`src/rtl/pipe_shifter.sv`:
```
// pipe_shifter: pipelined SLL/SRL/SRA/ROL barrel shifter with valid/ready on both sides.
// Define PIPE_SHIFTER_STICKY_EN to build the sticky (shifted-out OR) path; otherwise out_sticky is 0.
module pipe_shifter #(
    parameter int WIDTH  = 32,
    parameter int STAGES = 2,
    parameter int TAG_W  = 4
) (
    input  logic                     clk,
    input  logic                     reset,
    input  logic                     in_valid,
    output logic                     in_ready,
    input  logic [WIDTH-1:0]         in_data,
    input  logic [$clog2(WIDTH):0]   in_amt,
    input  logic [1:0]               in_op,
    input  logic [TAG_W-1:0]         in_tag,
    output logic                     out_valid,
    input  logic                     out_ready,
    output logic [WIDTH-1:0]         out_data,
    output logic [TAG_W-1:0]         out_tag,
    output logic                     out_sticky
);
    localparam int L = $clog2(WIDTH);
    localparam int Q = L / STAGES;
    localparam int R = L % STAGES;
`ifdef PIPE_SHIFTER_STICKY_EN
    localparam bit STICKY = 1'b1;
`else
    localparam bit STICKY = 1'b0;
`endif

    logic en;
    logic ovr;
    logic [WIDTH-1:0] d0;
    logic st0;

    function automatic logic [WIDTH-1:0] lvl(input logic [WIDTH-1:0] d, input logic [1:0] op, input int k);
        logic [2*WIDTH-1:0] r, l;
        r = {{WIDTH{op == 2'b11 && d[WIDTH-1]}}, d} >> k;
        l = {d, d} << k;
        return op == 2'b00 ? d << k : op == 2'b10 ? l[2*WIDTH-1:WIDTH] : r[WIDTH-1:0];
    endfunction

    function automatic logic lost(input logic [WIDTH-1:0] d, input logic [1:0] op, input int k);
        return STICKY && op[0] && |(d & ~({WIDTH{1'b1}} << k));
    endfunction

    assign en       = !out_valid || out_ready;
    assign in_ready = en;
    // Over-range right/left shifts collapse to the fill pattern up front; ROL ignores the top amount bit.
    assign ovr = in_amt[L] && in_op != 2'b10;
    assign d0  = ovr ? {WIDTH{in_op == 2'b11 && in_data[WIDTH-1]}} : in_data;
    assign st0 = STICKY && ovr && in_op[0] && |in_data;

    for (genvar s = 0; s < STAGES; s++) begin : stg
        localparam int LO = s * Q + (s < R ? s : R);
        localparam int HI = LO + Q + (s < R ? 1 : 0);
        logic v_i, st_i, st_n, v_q, st_q;
        logic [WIDTH-1:0] d_i, d_n, d_q;
        logic [L-LO-1:0] a_i;
        logic [1:0] op_i;
        logic [TAG_W-1:0] t_i, t_q;
        if (s == 0) begin : src
            assign v_i  = in_valid;
            assign d_i  = d0;
            assign st_i = st0;
            assign a_i  = in_amt[L-1:0];
            assign op_i = in_op;
            assign t_i  = in_tag;
        end else begin : src
            assign v_i  = stg[s-1].v_q;
            assign d_i  = stg[s-1].d_q;
            assign st_i = stg[s-1].st_q;
            assign a_i  = stg[s-1].ctl.a_q;
            assign op_i = stg[s-1].ctl.op_q;
            assign t_i  = stg[s-1].t_q;
        end
        always_comb begin
            d_n  = d_i;
            st_n = st_i;
            for (int i = 0; i < HI - LO; i++)
                if (a_i[i]) begin
                    st_n = st_n | lost(d_n, op_i, 1 << (LO + i));
                    d_n  = lvl(d_n, op_i, 1 << (LO + i));
                end
        end
        always_ff @(posedge clk or posedge reset)
            if (reset) begin
                v_q  <= 1'b0;
                d_q  <= '0;
                t_q  <= '0;
                st_q <= 1'b0;
            end else if (en) begin
                v_q  <= v_i;
                d_q  <= d_n;
                t_q  <= t_i;
                st_q <= st_n;
            end
        if (s < STAGES - 1) begin : ctl
            logic [L-HI-1:0] a_q;
            logic [1:0] op_q;
            always_ff @(posedge clk or posedge reset)
                if (reset) begin
                    a_q  <= '0;
                    op_q <= '0;
                end else if (en) begin
                    a_q  <= a_i[L-LO-1:HI-LO];
                    op_q <= op_i;
                end
        end
    end

    assign out_valid  = stg[STAGES-1].v_q;
    assign out_data   = stg[STAGES-1].d_q;
    assign out_tag    = stg[STAGES-1].t_q;
    assign out_sticky = stg[STAGES-1].st_q;
endmodule

```
`config.mk`:
```
export PLATFORM = sky130hd
export DESIGN_NAME = pipe_shifter
export DESIGN_NICKNAME = d
export VERILOG_FILES = /design/src/rtl/pipe_shifter.sv
export SDC_FILE = /design/constraint.sdc
export NUM_CORES = 1
export LEC_CHECK = 0
export ABC_AREA = 1
export CORE_UTILIZATION = 63
export CTS_BUF_LIST = sky130_fd_sc_hd__clkbuf_8
export CTS_CLUSTER_SIZE = 8
export DETAILED_ROUTE_END_ITERATION = 10
export HOLD_SLACK_MARGIN = 0.1
export PLACE_DENSITY = 0.95
export SETUP_SLACK_MARGIN = 0.02
export SLEW_MARGIN = 0
export SYNTH_ARGS = -nofsm -noshare
export SYNTH_HDL_FRONTEND = slang
export SYNTH_SLANG_ARGS = --single-unit
```
`constraint.sdc`:
```
create_clock -name clk -period 8.36 [get_ports clk]
set_input_delay 2.09 -clock clk [delete_from_list [all_inputs] [get_ports clk]]
set_output_delay 2.09 -clock clk [all_outputs]
set_load 0.03 [all_outputs]
```
==> flow_metrics.py <==
metrics = {
    "yosys": {
        "syn-mean-instance-area_sq_um": 5.75,
        "ys_seq_area_share_pct": 27.7,
        "synth_enable_flop_cells": 0,
        "synth_top_flop_cell": "dfrtp_1",
        "synthTopCellsByArea": "dfrtp_1, nand3_1, nand2_1, o21ai_0, inv_1",
        "yosys.area.top_type_share_pct": 27.7,
        "yosys.cell_types.count": 24,
        "most_common_library_cells_after_synthesis": "nand2_1, nand3_1, dfrtp_1, inv_1, nor2_1",
        "syn-num-nets": 1273,
        "synthCells": 1225,
        "synthMostInstantiatedCell": "nand2_1",
        "yosysWarnings": 0,
        "ffs_latches_synth": 78,
        "asyncSetResetFlopFracSynth_pct": 100,
        "synth_area_leader_cell": "dfrtp_1",
        "synth_area_sq_um": 7040,
    },
    "power_and_ir_drop": {
        "ir_worst_vdd_uv": 215,
        "leakagePower_nw": 3.99,
        "power_density_nw_per_um2": 192,
    },
    "setup_path": {
        "path_delay_family": "buffers and inverters",
        "cp_slowest_cell": "clkdlybuf4s50_1",
        "worst-endpoint-required_ns": 6.27,
        "timing.critical_path.from_type": "input port",
        "timing.rr.end": "out_data[10]",
        "regToRegSetupSlack_ns": 5.61,
        "crit_buf_inv": 4,
        "timing.rr.start": "stg[0].ctl.a_q[1]",
        "cp_class": "input port to output pin",
        "reg2reg_depth": 4,
        "endpoint_type_of_the_worst_setup_path": "output pin",
        "critPathArrivalTime_ns": 3.75,
        "crit_fanout": 55,
        "critical_path.cell_chain": "clkdlybuf4s50_1 -> nor2_4 -> buf_4 -> inv_2 -> clkdlybuf4s50_1",
        "crit_path_frequent_cell": "clkdlybuf4s50_1",
        "worst_setup_path_startpoint": "out_ready",
        "timing.critical_path.slowest_cell_delay_ns": 0.60,
    },
    "clock_tree": {
        "cts_htree_levels": 3,
        "cts_made_buffers": 9,
        "worstSkewPairLatency_ns": 0.38,
        "clk_root_buffer_cell": "clkbuf_8",
        "postCtsSetupBuffers": 0,
        "buffer_depth_of_the_longest_clock_path": 2,
        "cts.clk_slew.worst_paths_ns": 0.08,
        "postCtsHoldBufs": 0,
        "total_of_cells_resized_after_clock_tree_synthesis": 0,
        "tritoncts": "yes",
        "number_of_clock_sinks": 78,
    },
    "timing": {
        "skew_ns": 0.00587,
        "report.final.setup_viol": 0,
        "max_slew_vio_count": 0,
        "setup_tns_ns": 0,
        "max-slew-margin-rel_pct": 16.1,
        "period_needed_ns": 5.84,
        "final_critical_path_setup_slack_ns": 2.52,
        "timing.fmax_mhz": 171,
        "timing_worst_slew_pin_value_ns": 1.26,
        "period_share_pct": 69.8,
        "final_hold_vios": 0,
        "setup_repair_after_global_routing_missed_its_margin": "no",
    },
    "route": {
        "detail_route.wirelength_um": 21500,
        "ant_nets": 0,
        "drt_first_pass_iters": 7,
        "detail_route.drc_violations": 0,
        "drt_iter0_markers": 1084,
        "total_vias_in_the_final_route": 8517,
        "number_of_vias_per_cell": 6.18,
        "wl_per_cell_um": 15.6,
    },
    "global_routing": {
        "grt_pass1_wl_um": 35100,
        "grt_remaining_overflow": 0,
        "antenna_violations_before_repair": 0,
        "via_count_of_the_first_global_routing_pass": 7285,
        "grt_start_max_net_pins": 113,
        "grt_util_all_layers_pct": 38.6,
    },
    "min_path": {
        "hold_path.class": "register to register",
        "hold_start": "stg[0].v_q",
        "hold_depth": 2,
        "timing.hold.worst_endpoint": "out_valid",
    },
    "die": {
        "number_of_i_o_pins": 87,
        "fp.dieW_um": 108,
        "die-height_um": 108,
        "total_number_of_placement_rows": 38,
        "fp.dieArea_sq_um": 11600,
        "initial_util_pct": 64.9,
        "placeableCoreArea_sq_um": 10800,
    },
    "cells_and_area": {
        "area.growth.synth_to_final_pct": 12.0,
        "finalNetCount": 1282,
        "antenna_diode_instance_count": 0,
        "post_route_cells_drive_above_1_share_pct": 3.15,
    },
    "placed_design": {
        "gp_routability_congestion": 0.994,
        "detailed_place_hpwl_um": 15200,
        "preCtsSetupSlack_ns": 2.53,
        "port_buffers": 85,
    },
    "flow_run": {
        "max-cap-violations": 0,
    },
    "run_status": {
        "status": "finished, final reports clean",
    },
}
## tightest hold or removal path: stages, from the launching register on
cell and delay (ns):
dfrtp_1 0.33, inv_1 0.04, nand2_1 0.06
## sequential cells by signal, summed over array words and instances (netlist names)
| name | flops |
|---|---|
| stg.ctl.a_q | 2 |
| stg.ctl.op_q | 2 |
| stg.d_q | 32 |
| stg.t_q | 4 |
| out_data | 32 |
| stg.v_q | 1 |
| out_valid | 1 |
| out_tag | 4 |
## final cells by class
type	instances	area, sq um
timing repair buffer	97	936
clock buffer	9	124
inverter	76	285
clock inverter	7	50.0
sequential	78	1950
tap	140	175
multi-input combinational	972	4360
fill	970	2960
## power breakdown
group | internal, mW | leakage [nW] | switching, mW | total (mW)
clock network | 0.108 | 0.0816 | 0.148 | 0.256
registers | 0.464 | 0.921 | 0.0836 | 0.547
logic | 0.256 | 2.99 | 0.454 | 0.710
total | 0.828 | 3.99 | 0.686 | 1.51
## kinds of logic (layout without fill, tap and decap cells)
logic type / Yosys count / in the layout / share of synthesized area, %
compound gates: 141 / 141 / 10.8
buf+inv: 175 / 189 / 10.4
flops: 78 / 78 / 27.7
other cells: 1 / 1 / 0.0533
simple gates: 830 / 830 / 51.0
## placed cells by master, fill, tap and decap left out, types with 2 or more instances in the layout
| cell | n |
|---|---|
| clkbuf_8 | 9 |
| clkdlybuf4s50_1 | 84 |
| o21ai_1 | 5 |
| a21oi_1 | 37 |
| clkinvlp_4 | 3 |
| nor2_1 | 65 |
| inv_1 | 72 |
| nand2_1 | 413 |
| o21ai_0 | 60 |
| clkinv_2 | 2 |
| a31oi_1 | 31 |
| dfrtp_1 | 78 |
| nand2_4 | 2 |
| buf_4 | 12 |
| nand3_1 | 341 |
| nand2_2 | 3 |
| inv_2 | 3 |
| nand3b_1 | 3 |
| o211ai_1 | 7 |
## how the worst max path moves through the flow
stage | cells past startpoint | endpoint | slack (ns)
after global routing | 5 | in_ready | 2.42
after CTS | 5 | in_ready | 2.52
after global placement | 5 | in_ready | 2.54
final | 5 | in_ready | 2.52
after detailed placement | 5 | in_ready | 2.53
after floorplan | 4 | in_ready | 3.23
## metal layers
layer / global-route usage (%) / routed length [um] / vias to the layer above
met5: 0 / 0 / -
met3: 7.32 / 2290 / 91
met2: 58.4 / 9630 / 528
met1: 52.1 / 8640 / 3827
li1: - / - / 4071
met4: 20.3 / 938 / 0
## metrics by stage
step	total power [mW]	hold slack, ns	cell area [sq um]	utilization [%]	std cells
floorplan	1.01	0.420	7040	-	1225
global placement	1.23	0.429	7710	71.1	1363
detailed placement	1.25	0.444	7710	71.1	1363
CTS	1.50	0.464	7880	72.7	1379
global route	1.61	0.510	7880	72.7	1379
finish	1.51	0.462	7880	72.7	1379
Power figures use the tool's default switching activity.
